[config.mk]
export PLATFORM = sky130hd
export DESIGN_NAME = sfx_stream_player_flat
export DESIGN_NICKNAME = d
export VERILOG_FILES = /design/src/rtl/sfx_stream_player_if.sv /design/src/rtl/sfx_stream_player.sv /design/src/flat_wrapper.sv
export SDC_FILE = /design/constraint.sdc
export NUM_CORES = 1
export LEC_CHECK = 0
export ABC_AREA = 0
export CAP_MARGIN = 15
export CORE_MARGIN = 3
export CORE_UTILIZATION = 60
export CTS_BUF_LIST = sky130_fd_sc_hd__clkbuf_4
export DETAILED_ROUTE_END_ITERATION = 8
export HOLD_SLACK_MARGIN = 0.15
export PLACE_DENSITY = 0.84
export SLEW_MARGIN = 30
export SYNTH_ARGS = -nofsm -noshare
export SYNTH_HDL_FRONTEND = slang
export SYNTH_SLANG_ARGS = --single-unit
[constraint.sdc]
create_clock -name clk -period 9.42 [get_ports clk]
set_clock_uncertainty 0.2 [all_clocks]
set_input_delay 2.826 -clock clk [delete_from_list [all_inputs] [get_ports clk]]
set_output_delay 2.826 -clock clk [all_outputs]
set_load 0.02 [all_outputs]
[src/rtl/sfx_stream_player_if.sv]
// ROM read port plus the left/right Avalon-ST sample streams of sfx_stream_player.
// master = sequencer side, slave = ROM/codec side.
interface sfx_stream_player_if;
    logic        rom_rd;
    logic        rom_sel;
    logic [14:0] rom_addr;
    logic [15:0] rom_data;
    logic [15:0] L_DATA;
    logic [15:0] R_DATA;
    logic        L_VALID;
    logic        R_VALID;
    logic        L_READY;
    logic        R_READY;

    modport master (
        output rom_rd, rom_sel, rom_addr,
        input  rom_data,
        output L_DATA, R_DATA, L_VALID, R_VALID,
        input  L_READY, R_READY
    );

    modport slave (
        input  rom_rd, rom_sel, rom_addr,
        output rom_data,
        input  L_DATA, R_DATA, L_VALID, R_VALID,
        output L_READY, R_READY
    );
endinterface

[src/rtl/sfx_stream_player.sv]
// Sound-effect sequencer: priority-arbitrated triggers, tick-paced ROM reads, sample FIFO, dual-sink stream.
// Optional SFX_ATTEN_EN adds a 2-bit arithmetic-shift attenuation of ROM samples.
module sfx_stream_player #(
    parameter int SAMPLE_PERIOD = 1042,
    parameter int PELLET_LEN    = 17555,
    parameter int GAMEOVER_LEN  = 16533,
    parameter int FIFO_DEPTH    = 8
) (
    input  logic                       clk,
    input  logic                       reset,
    input  logic                       pellet_trig,
    input  logic                       gameover_trig,
    input  logic                       stop,
`ifdef SFX_ATTEN_EN
    input  logic [1:0]                 atten,
`endif
    sfx_stream_player_if.master        bus,
    output logic [1:0]                 active_sfx,
    output logic                       overflow
);
    localparam int CW = $clog2(SAMPLE_PERIOD);
    localparam int AW = $clog2(FIFO_DEPTH);

    typedef enum logic [1:0] {
        IDLE     = 2'b00,
        PELLET   = 2'b01,
        GAMEOVER = 2'b10
    } state_t;

    state_t        state, state_next;
    logic [CW-1:0] tick_cnt;
    logic          tick;
    logic [14:0]   index, index_next, last_index;
    logic          rd_pending;
    logic [15:0]   rom_sample;

    logic [15:0]   mem [FIFO_DEPTH];
    logic [AW:0]   wr_ptr, rd_ptr;
    logic          empty, full, push, pop, accept;
    logic [15:0]   push_data;
    logic          l_sent, r_sent, l_done, r_done;

    assign tick       = (tick_cnt == CW'(SAMPLE_PERIOD - 1));
    assign last_index = (state == GAMEOVER) ? 15'(GAMEOVER_LEN - 1) : 15'(PELLET_LEN - 1);

    always_ff @(posedge clk) begin
        if (!reset || tick) tick_cnt <= '0;
        else                tick_cnt <= tick_cnt + 1'b1;
    end

    always_ff @(posedge clk) begin
        if (!reset) begin
            state      <= IDLE;
            index      <= '0;
            rd_pending <= 1'b0;
        end else begin
            state      <= state_next;
            index      <= index_next;
            rd_pending <= bus.rom_rd & ~stop;
        end
    end

    always_comb begin
        state_next = state;
        index_next = index;
        if (stop) begin
            state_next = IDLE;
            index_next = '0;
        end else if (gameover_trig) begin
            state_next = GAMEOVER;
            index_next = '0;
        end else if (pellet_trig && state != GAMEOVER) begin
            state_next = PELLET;
            index_next = '0;
        end else if (tick && state != IDLE) begin
            if (index == last_index) begin
                state_next = IDLE;
                index_next = '0;
            end else begin
                index_next = index + 1'b1;
            end
        end
    end

    always_comb begin
        active_sfx   = state;
        bus.rom_rd   = tick && (state != IDLE);
        bus.rom_sel  = (state == GAMEOVER);
        bus.rom_addr = index;
    end

`ifdef SFX_ATTEN_EN
    assign rom_sample = 16'($signed(bus.rom_data) >>> atten);
`else
    assign rom_sample = bus.rom_data;
`endif

    // Idle ticks inject silence so the codec never starves.
    assign push      = rd_pending || (tick && state == IDLE);
    assign push_data = rd_pending ? rom_sample : 16'h0000;
    assign empty     = (wr_ptr == rd_ptr);
    assign full      = (wr_ptr[AW] != rd_ptr[AW]) && (wr_ptr[AW-1:0] == rd_ptr[AW-1:0]);
    assign l_done    = l_sent || (bus.L_VALID && bus.L_READY);
    assign r_done    = r_sent || (bus.R_VALID && bus.R_READY);
    assign pop       = !empty && l_done && r_done;
    assign accept    = push && (!full || pop);

    always_ff @(posedge clk) begin
        if (!reset || stop) begin
            wr_ptr   <= '0;
            rd_ptr   <= '0;
            l_sent   <= 1'b0;
            r_sent   <= 1'b0;
            overflow <= 1'b0;
        end else begin
            if (accept) wr_ptr <= wr_ptr + 1'b1;
            if (pop) begin
                rd_ptr <= rd_ptr + 1'b1;
                l_sent <= 1'b0;
                r_sent <= 1'b0;
            end else begin
                l_sent <= l_done;
                r_sent <= r_done;
            end
            if (push && !accept) overflow <= 1'b1;
        end
    end

    // NOTE: sample storage is deliberately not reset; the empty gate below keeps stale words off the outputs.
    always_ff @(posedge clk) begin
        if (accept) mem[wr_ptr[AW-1:0]] <= push_data;
    end

    assign bus.L_DATA  = empty ? 16'h0000 : mem[rd_ptr[AW-1:0]];
    assign bus.R_DATA  = bus.L_DATA;
    assign bus.L_VALID = !empty && !l_sent;
    assign bus.R_VALID = !empty && !r_sent;
endmodule

[src/flat_wrapper.sv]
// flat-port wrapper written by rule: the top's interface ports become plain ports
module sfx_stream_player_flat 
#(
    parameter int SAMPLE_PERIOD = 1042,
    parameter int PELLET_LEN    = 17555,
    parameter int GAMEOVER_LEN  = 16533,
    parameter int FIFO_DEPTH    = 8
)
  (clk, reset, pellet_trig, gameover_trig, stop, active_sfx, overflow, bus_rom_rd, bus_rom_sel, bus_rom_addr, bus_rom_data, bus_L_DATA, bus_R_DATA, bus_L_VALID, bus_R_VALID, bus_L_READY, bus_R_READY);
  sfx_stream_player_if bus_i ();
  input  logic clk;
  input  logic reset;
  input  logic pellet_trig;
  input  logic gameover_trig;
  input  logic stop;
  output logic [1:0] active_sfx;
  output logic overflow;
  output wire logic [$bits(bus_i.rom_rd)-1:0] bus_rom_rd;
  output wire logic [$bits(bus_i.rom_sel)-1:0] bus_rom_sel;
  output wire logic [$bits(bus_i.rom_addr)-1:0] bus_rom_addr;
  input wire logic [$bits(bus_i.rom_data)-1:0] bus_rom_data;
  output wire logic [$bits(bus_i.L_DATA)-1:0] bus_L_DATA;
  output wire logic [$bits(bus_i.R_DATA)-1:0] bus_R_DATA;
  output wire logic [$bits(bus_i.L_VALID)-1:0] bus_L_VALID;
  output wire logic [$bits(bus_i.R_VALID)-1:0] bus_R_VALID;
  input wire logic [$bits(bus_i.L_READY)-1:0] bus_L_READY;
  input wire logic [$bits(bus_i.R_READY)-1:0] bus_R_READY;
  assign bus_rom_rd = bus_i.rom_rd;
  assign bus_rom_sel = bus_i.rom_sel;
  assign bus_rom_addr = bus_i.rom_addr;
  assign bus_i.rom_data = bus_rom_data;
  assign bus_L_DATA = bus_i.L_DATA;
  assign bus_R_DATA = bus_i.R_DATA;
  assign bus_L_VALID = bus_i.L_VALID;
  assign bus_R_VALID = bus_i.R_VALID;
  assign bus_i.L_READY = bus_L_READY;
  assign bus_i.R_READY = bus_R_READY;
  sfx_stream_player #(.SAMPLE_PERIOD(SAMPLE_PERIOD), .PELLET_LEN(PELLET_LEN), .GAMEOVER_LEN(GAMEOVER_LEN), .FIFO_DEPTH(FIFO_DEPTH)) u_core (.clk(clk), .reset(reset), .pellet_trig(pellet_trig), .gameover_trig(gameover_trig), .stop(stop), .bus(bus_i), .active_sfx(active_sfx), .overflow(overflow));
endmodule
==> run_summary.xml <==
<?xml version="1.0" encoding="UTF-8"?>
<metrics>
  <group name="status">
    <metric name="run_status" unit="">complete, no violations</metric>
  </group>
  <group name="drt">
    <metric name="post-route-drc-count" unit="">0</metric>
    <metric name="ant_nets" unit="">0</metric>
    <metric name="detailroute.wirelength.met3" unit="µm">763</metric>
    <metric name="drt-vias-per-instance" unit="">5.921</metric>
    <metric name="via_count_of_the_routed_design" unit="">4174</metric>
    <metric name="wl_per_cell" unit="µm">19.11</metric>
    <metric name="detail_route.wirelength" unit="mm">13.48</metric>
    <metric name="top_layer_used" unit="">met4</metric>
    <metric name="wl_met2" unit="mm">6.954</metric>
    <metric name="detailedRoute.firstIterationViolations" unit="">248</metric>
    <metric name="drt_pass1_iterations" unit="">5</metric>
    <metric name="detail_route.wirelength.met1" unit="mm">5.547</metric>
  </group>
  <group name="synthesis">
    <metric name="synth_flop_cell" unit="">sky130_fd_sc_hd__edfxtp_1</metric>
    <metric name="syn-instance-count" unit="">484</metric>
    <metric name="post_synth_xor_area_fraction" unit="%">3.060</metric>
    <metric name="synthesis.nets" unit="">512</metric>
    <metric name="netlist_top_cells_count" unit="">128 x sky130_fd_sc_hd__edfxtp_1, 56 x sky130_fd_sc_hd__nor2_1, 43 x sky130_fd_sc_hd__dfxtp_1</metric>
    <metric name="post_synth_fa_ha_maj_area_fraction" unit="%">0.8743</metric>
    <metric name="largest_family_of_logic_cells_by_synthesized_area" unit="">multiplexers</metric>
    <metric name="ys_types" unit="">47</metric>
    <metric name="synth_compound_area_share" unit="%">2.588</metric>
    <metric name="synth_simple_gate_area_share" unit="%">11.56</metric>
    <metric name="syn-mean-instance-area" unit="µm²">14.78</metric>
    <metric name="synth.top_cell.area_share" unit="%">53.72</metric>
    <metric name="ys_ff_latch" unit="">171</metric>
    <metric name="yosys_warnings" unit="">0</metric>
    <metric name="yosysSeqAreaShare" unit="%">65.75</metric>
    <metric name="ys_top_cells_by_area" unit="">sky130_fd_sc_hd__edfxtp_1 54%, sky130_fd_sc_hd__dfxtp_1 12%, sky130_fd_sc_hd__mux4_2 10%</metric>
    <metric name="yosys.area.top_type" unit="">sky130_fd_sc_hd__edfxtp_1</metric>
    <metric name="mappedNetlistArea" unit="µm²">7156</metric>
    <metric name="post_synth_mux_area_share" unit="%">12.80</metric>
    <metric name="async_set_or_reset_register_ratio_after_synthesis" unit="%">0</metric>
    <metric name="synth.most_common_cell" unit="">sky130_fd_sc_hd__edfxtp_1</metric>
    <metric name="number_of_flops_mapped_to_enable_cells_by_yosys" unit="">128</metric>
  </group>
  <group name="cells_and_area">
    <metric name="final_util" unit="%">72.04</metric>
    <metric name="area_growth_syn_to_layout" unit="%">15.95</metric>
    <metric name="postLayoutCellArea" unit="µm²">8297</metric>
    <metric name="final_layout_size_suffix_gt1_share" unit="%">15.48</metric>
    <metric name="final_nets" unit="">577</metric>
    <metric name="antenna_cells" unit="">0</metric>
  </group>
  <group name="power_and_ir_drop">
    <metric name="maximum_vdd_ir_drop" unit="mV">0.08917</metric>
    <metric name="leakagePower" unit="nW">2.540</metric>
    <metric name="power_density" unit="nW/µm²">147.3</metric>
  </group>
  <group name="global_route">
    <metric name="wire_length_of_the_first_global_routing_pass" unit="mm">21.60</metric>
    <metric name="grt_start_max_net_pins" unit="">33</metric>
    <metric name="grt-ovfl-total" unit="">0</metric>
    <metric name="number_of_antenna_violations_at_the_first_check_in_global_routing" unit="">0</metric>
    <metric name="first_global_vias" unit="">4219</metric>
    <metric name="grt_util_all_layers" unit="%">21.61</metric>
  </group>
  <group name="clock_network">
    <metric name="cts_tree" unit="">built</metric>
    <metric name="clock_tree.buffer_depth" unit="">2</metric>
    <metric name="cts-buffers-inserted" unit="">17</metric>
    <metric name="cts_root_buffer" unit="">sky130_fd_sc_hd__clkbuf_4</metric>
    <metric name="holdBufCountCts" unit="">0</metric>
    <metric name="cts_setup_buffers" unit="">0</metric>
    <metric name="worstSkewPairLatency" unit="ps">550</metric>
    <metric name="ctsResizeCount" unit="">0</metric>
    <metric name="clkSinkCount" unit="">171</metric>
    <metric name="cts.reportedPaths.clkPinSlew" unit="ps">130</metric>
    <metric name="ctsHtreeMaxLevel" unit="">4</metric>
  </group>
  <group name="floorplan">
    <metric name="i_o_pins" unit="">77</metric>
    <metric name="rows" unit="">39</metric>
    <metric name="fp.dieW" unit="µm">115.2</metric>
    <metric name="initial_core_util" unit="%">62.14</metric>
    <metric name="dieArea" unit="µm²">13270</metric>
    <metric name="core_area" unit="µm²">11520</metric>
    <metric name="die_height" unit="µm">115.2</metric>
  </group>
  <group name="critical_path">
    <metric name="timing.setup.critical_path_class" unit="">reg -&gt; out</metric>
    <metric name="cp_data_arrival_time" unit="ps">3300</metric>
    <metric name="critPathLaunch" unit="">u_core.wr_ptr[1]$_SDFFE_PP0P_</metric>
    <metric name="worst_ep_required_time" unit="ps">6390</metric>
    <metric name="worst-r2r-setup-slack" unit="ps">6270</metric>
    <metric name="critPathMaxFanout" unit="">18</metric>
    <metric name="setup.worst_path.end_class" unit="">primary output</metric>
    <metric name="reg2regPathDepth" unit="">6</metric>
    <metric name="type_of_origin_of_the_critical_path" unit="">flip-flop</metric>
    <metric name="rr_endpoint" unit="">u_core.mem[4][7]$_DFFE_PP_</metric>
    <metric name="worstReg2RegStart" unit="">u_core.tick_cnt[0]$_SDFF_PP0_</metric>
  </group>
  <group name="run">
    <metric name="maxCapViolations" unit="">0</metric>
  </group>
  <group name="sta">
    <metric name="tns" unit="ps">0</metric>
    <metric name="timing.hold.ws" unit="ps">306.6</metric>
    <metric name="rel_slew_slack" unit="%">37.67</metric>
    <metric name="max_freq" unit="MHz">158.1</metric>
    <metric name="report.final.setup_viol" unit="">0</metric>
    <metric name="worst-slew-pin-transition" unit="ps">933.9</metric>
    <metric name="timing.final.crit_share" unit="%">67.15</metric>
    <metric name="post_route_minimum_period" unit="ps">6326</metric>
    <metric name="rsz0062_at_grt" unit="">false</metric>
    <metric name="slew_violations" unit="">0</metric>
    <metric name="hold_violations" unit="">0</metric>
  </group>
  <group name="min_path">
    <metric name="min_delay_path_depth" unit="">1</metric>
    <metric name="hp-class" unit="">reg -&gt; reg</metric>
    <metric name="timing.hold.worst_endpoint" unit="">u_core.tick_cnt[0]$_SDFF_PP0_</metric>
    <metric name="worstHoldStart" unit="">u_core.tick_cnt[0]$_SDFF_PP0_</metric>
  </group>
  <group name="place">
    <metric name="dpl_cell_area" unit="µm²">7984</metric>
    <metric name="dp_hpwl" unit="mm">8.269</metric>
    <metric name="numPortBuffers" unit="">76</metric>
    <metric name="weighted_congestion_reported_at_the_end_of_routability_driven_placement" unit="">0.8308</metric>
  </group>
</metrics>
-- cells by family after synthesis --
family,after synthesis
buffers and inverters,46
xor gates and xnor gates,25
DFF,171
muxes,51
AOI/OAI and AO/OA,27
adders and majority gates,5
and+or+nand+nor,159
-- power by group --
part           total, mW  switching, mW  internal [mW]
Sequential         0.801        0.00186          0.799
Combinational     0.0189        0.00735         0.0116
Clock              0.402          0.245          0.157
-- sequential cells by signal, indices dropped and copies added (netlist names), named ones only --
signal and count:
u_core.active_sfx 2, u_core.bus.rom_addr 15, u_core.l_sent 1, u_core.mem 128, u_core.overflow 1, u_core.r_sent 1
u_core.rd_pending 1, u_core.rd_ptr 4, u_core.tick_cnt 11, u_core.wr_ptr 4
-- cell usage in the layout (no fill, tap or decap), drive strengths merged, types with 12 or more instances in the layout --
master         netlist  routed
clkbuf              13      17
a21oi               12      12
xor2                14      14
nand3               12      12
mux4                32      32
edfxtp             128     128
dfxtp               43      43
clkdlybuf4s50        0      76
mux2i               18      18
nand2               22      22
and2                18      18
nor2                56      56
-- critical path: stages, from the launching register on --
cell and delay, ps:
sky130_fd_sc_hd__dfxtp_1 720, sky130_fd_sc_hd__xnor2_1 210, sky130_fd_sc_hd__and3_1 310, sky130_fd_sc_hd__and2_1 740
sky130_fd_sc_hd__nor2_1 170, sky130_fd_sc_hd__clkdlybuf4s50_1 590
-- layout make-up --
class | count | area, µm²
Timing Repair Buffer | 84 | 839.6
Fill cell | 771 | 3219
Inverter | 8 | 30.03
Tap cell | 143 | 178.9
Clock inverter | 15 | 147.6
Multi-Input combinational cell | 267 | 2265
Sequential cell | 171 | 4708
Clock buffer | 17 | 127.6
-- per-layer routing --
layer | track usage [%] | vias up
li1 | - | 1938
met1 | 27.51 | 2085
met4 | 7.746 | 0
met2 | 36.54 | 129
met3 | 5.105 | 22
met5 | 0 | -
-- how the worst max path moves through the flow --
stage / end / cells past startpoint
floorplan: u_core.mem[2][0]$_DFFE_PP_ / 5
finish: bus_R_DATA[2] / 5
global route: bus_L_DATA[6] / 5
CTS: bus_L_DATA[14] / 5
global placement: bus_R_DATA[2] / 5
detailed placement: bus_L_DATA[14] / 5
-- metrics by stage --
step	power (mW)	worst slack (ps)	instances
after detailed placement	0.8370	3658	670
final	1.222	3094	705
after global routing	1.263	2844	705
after global placement	0.8362	3813	669
after floorplan	0.8251	4125	484
after CTS	1.230	3014	702
Note: power is estimated with default switching activity, not from simulation.
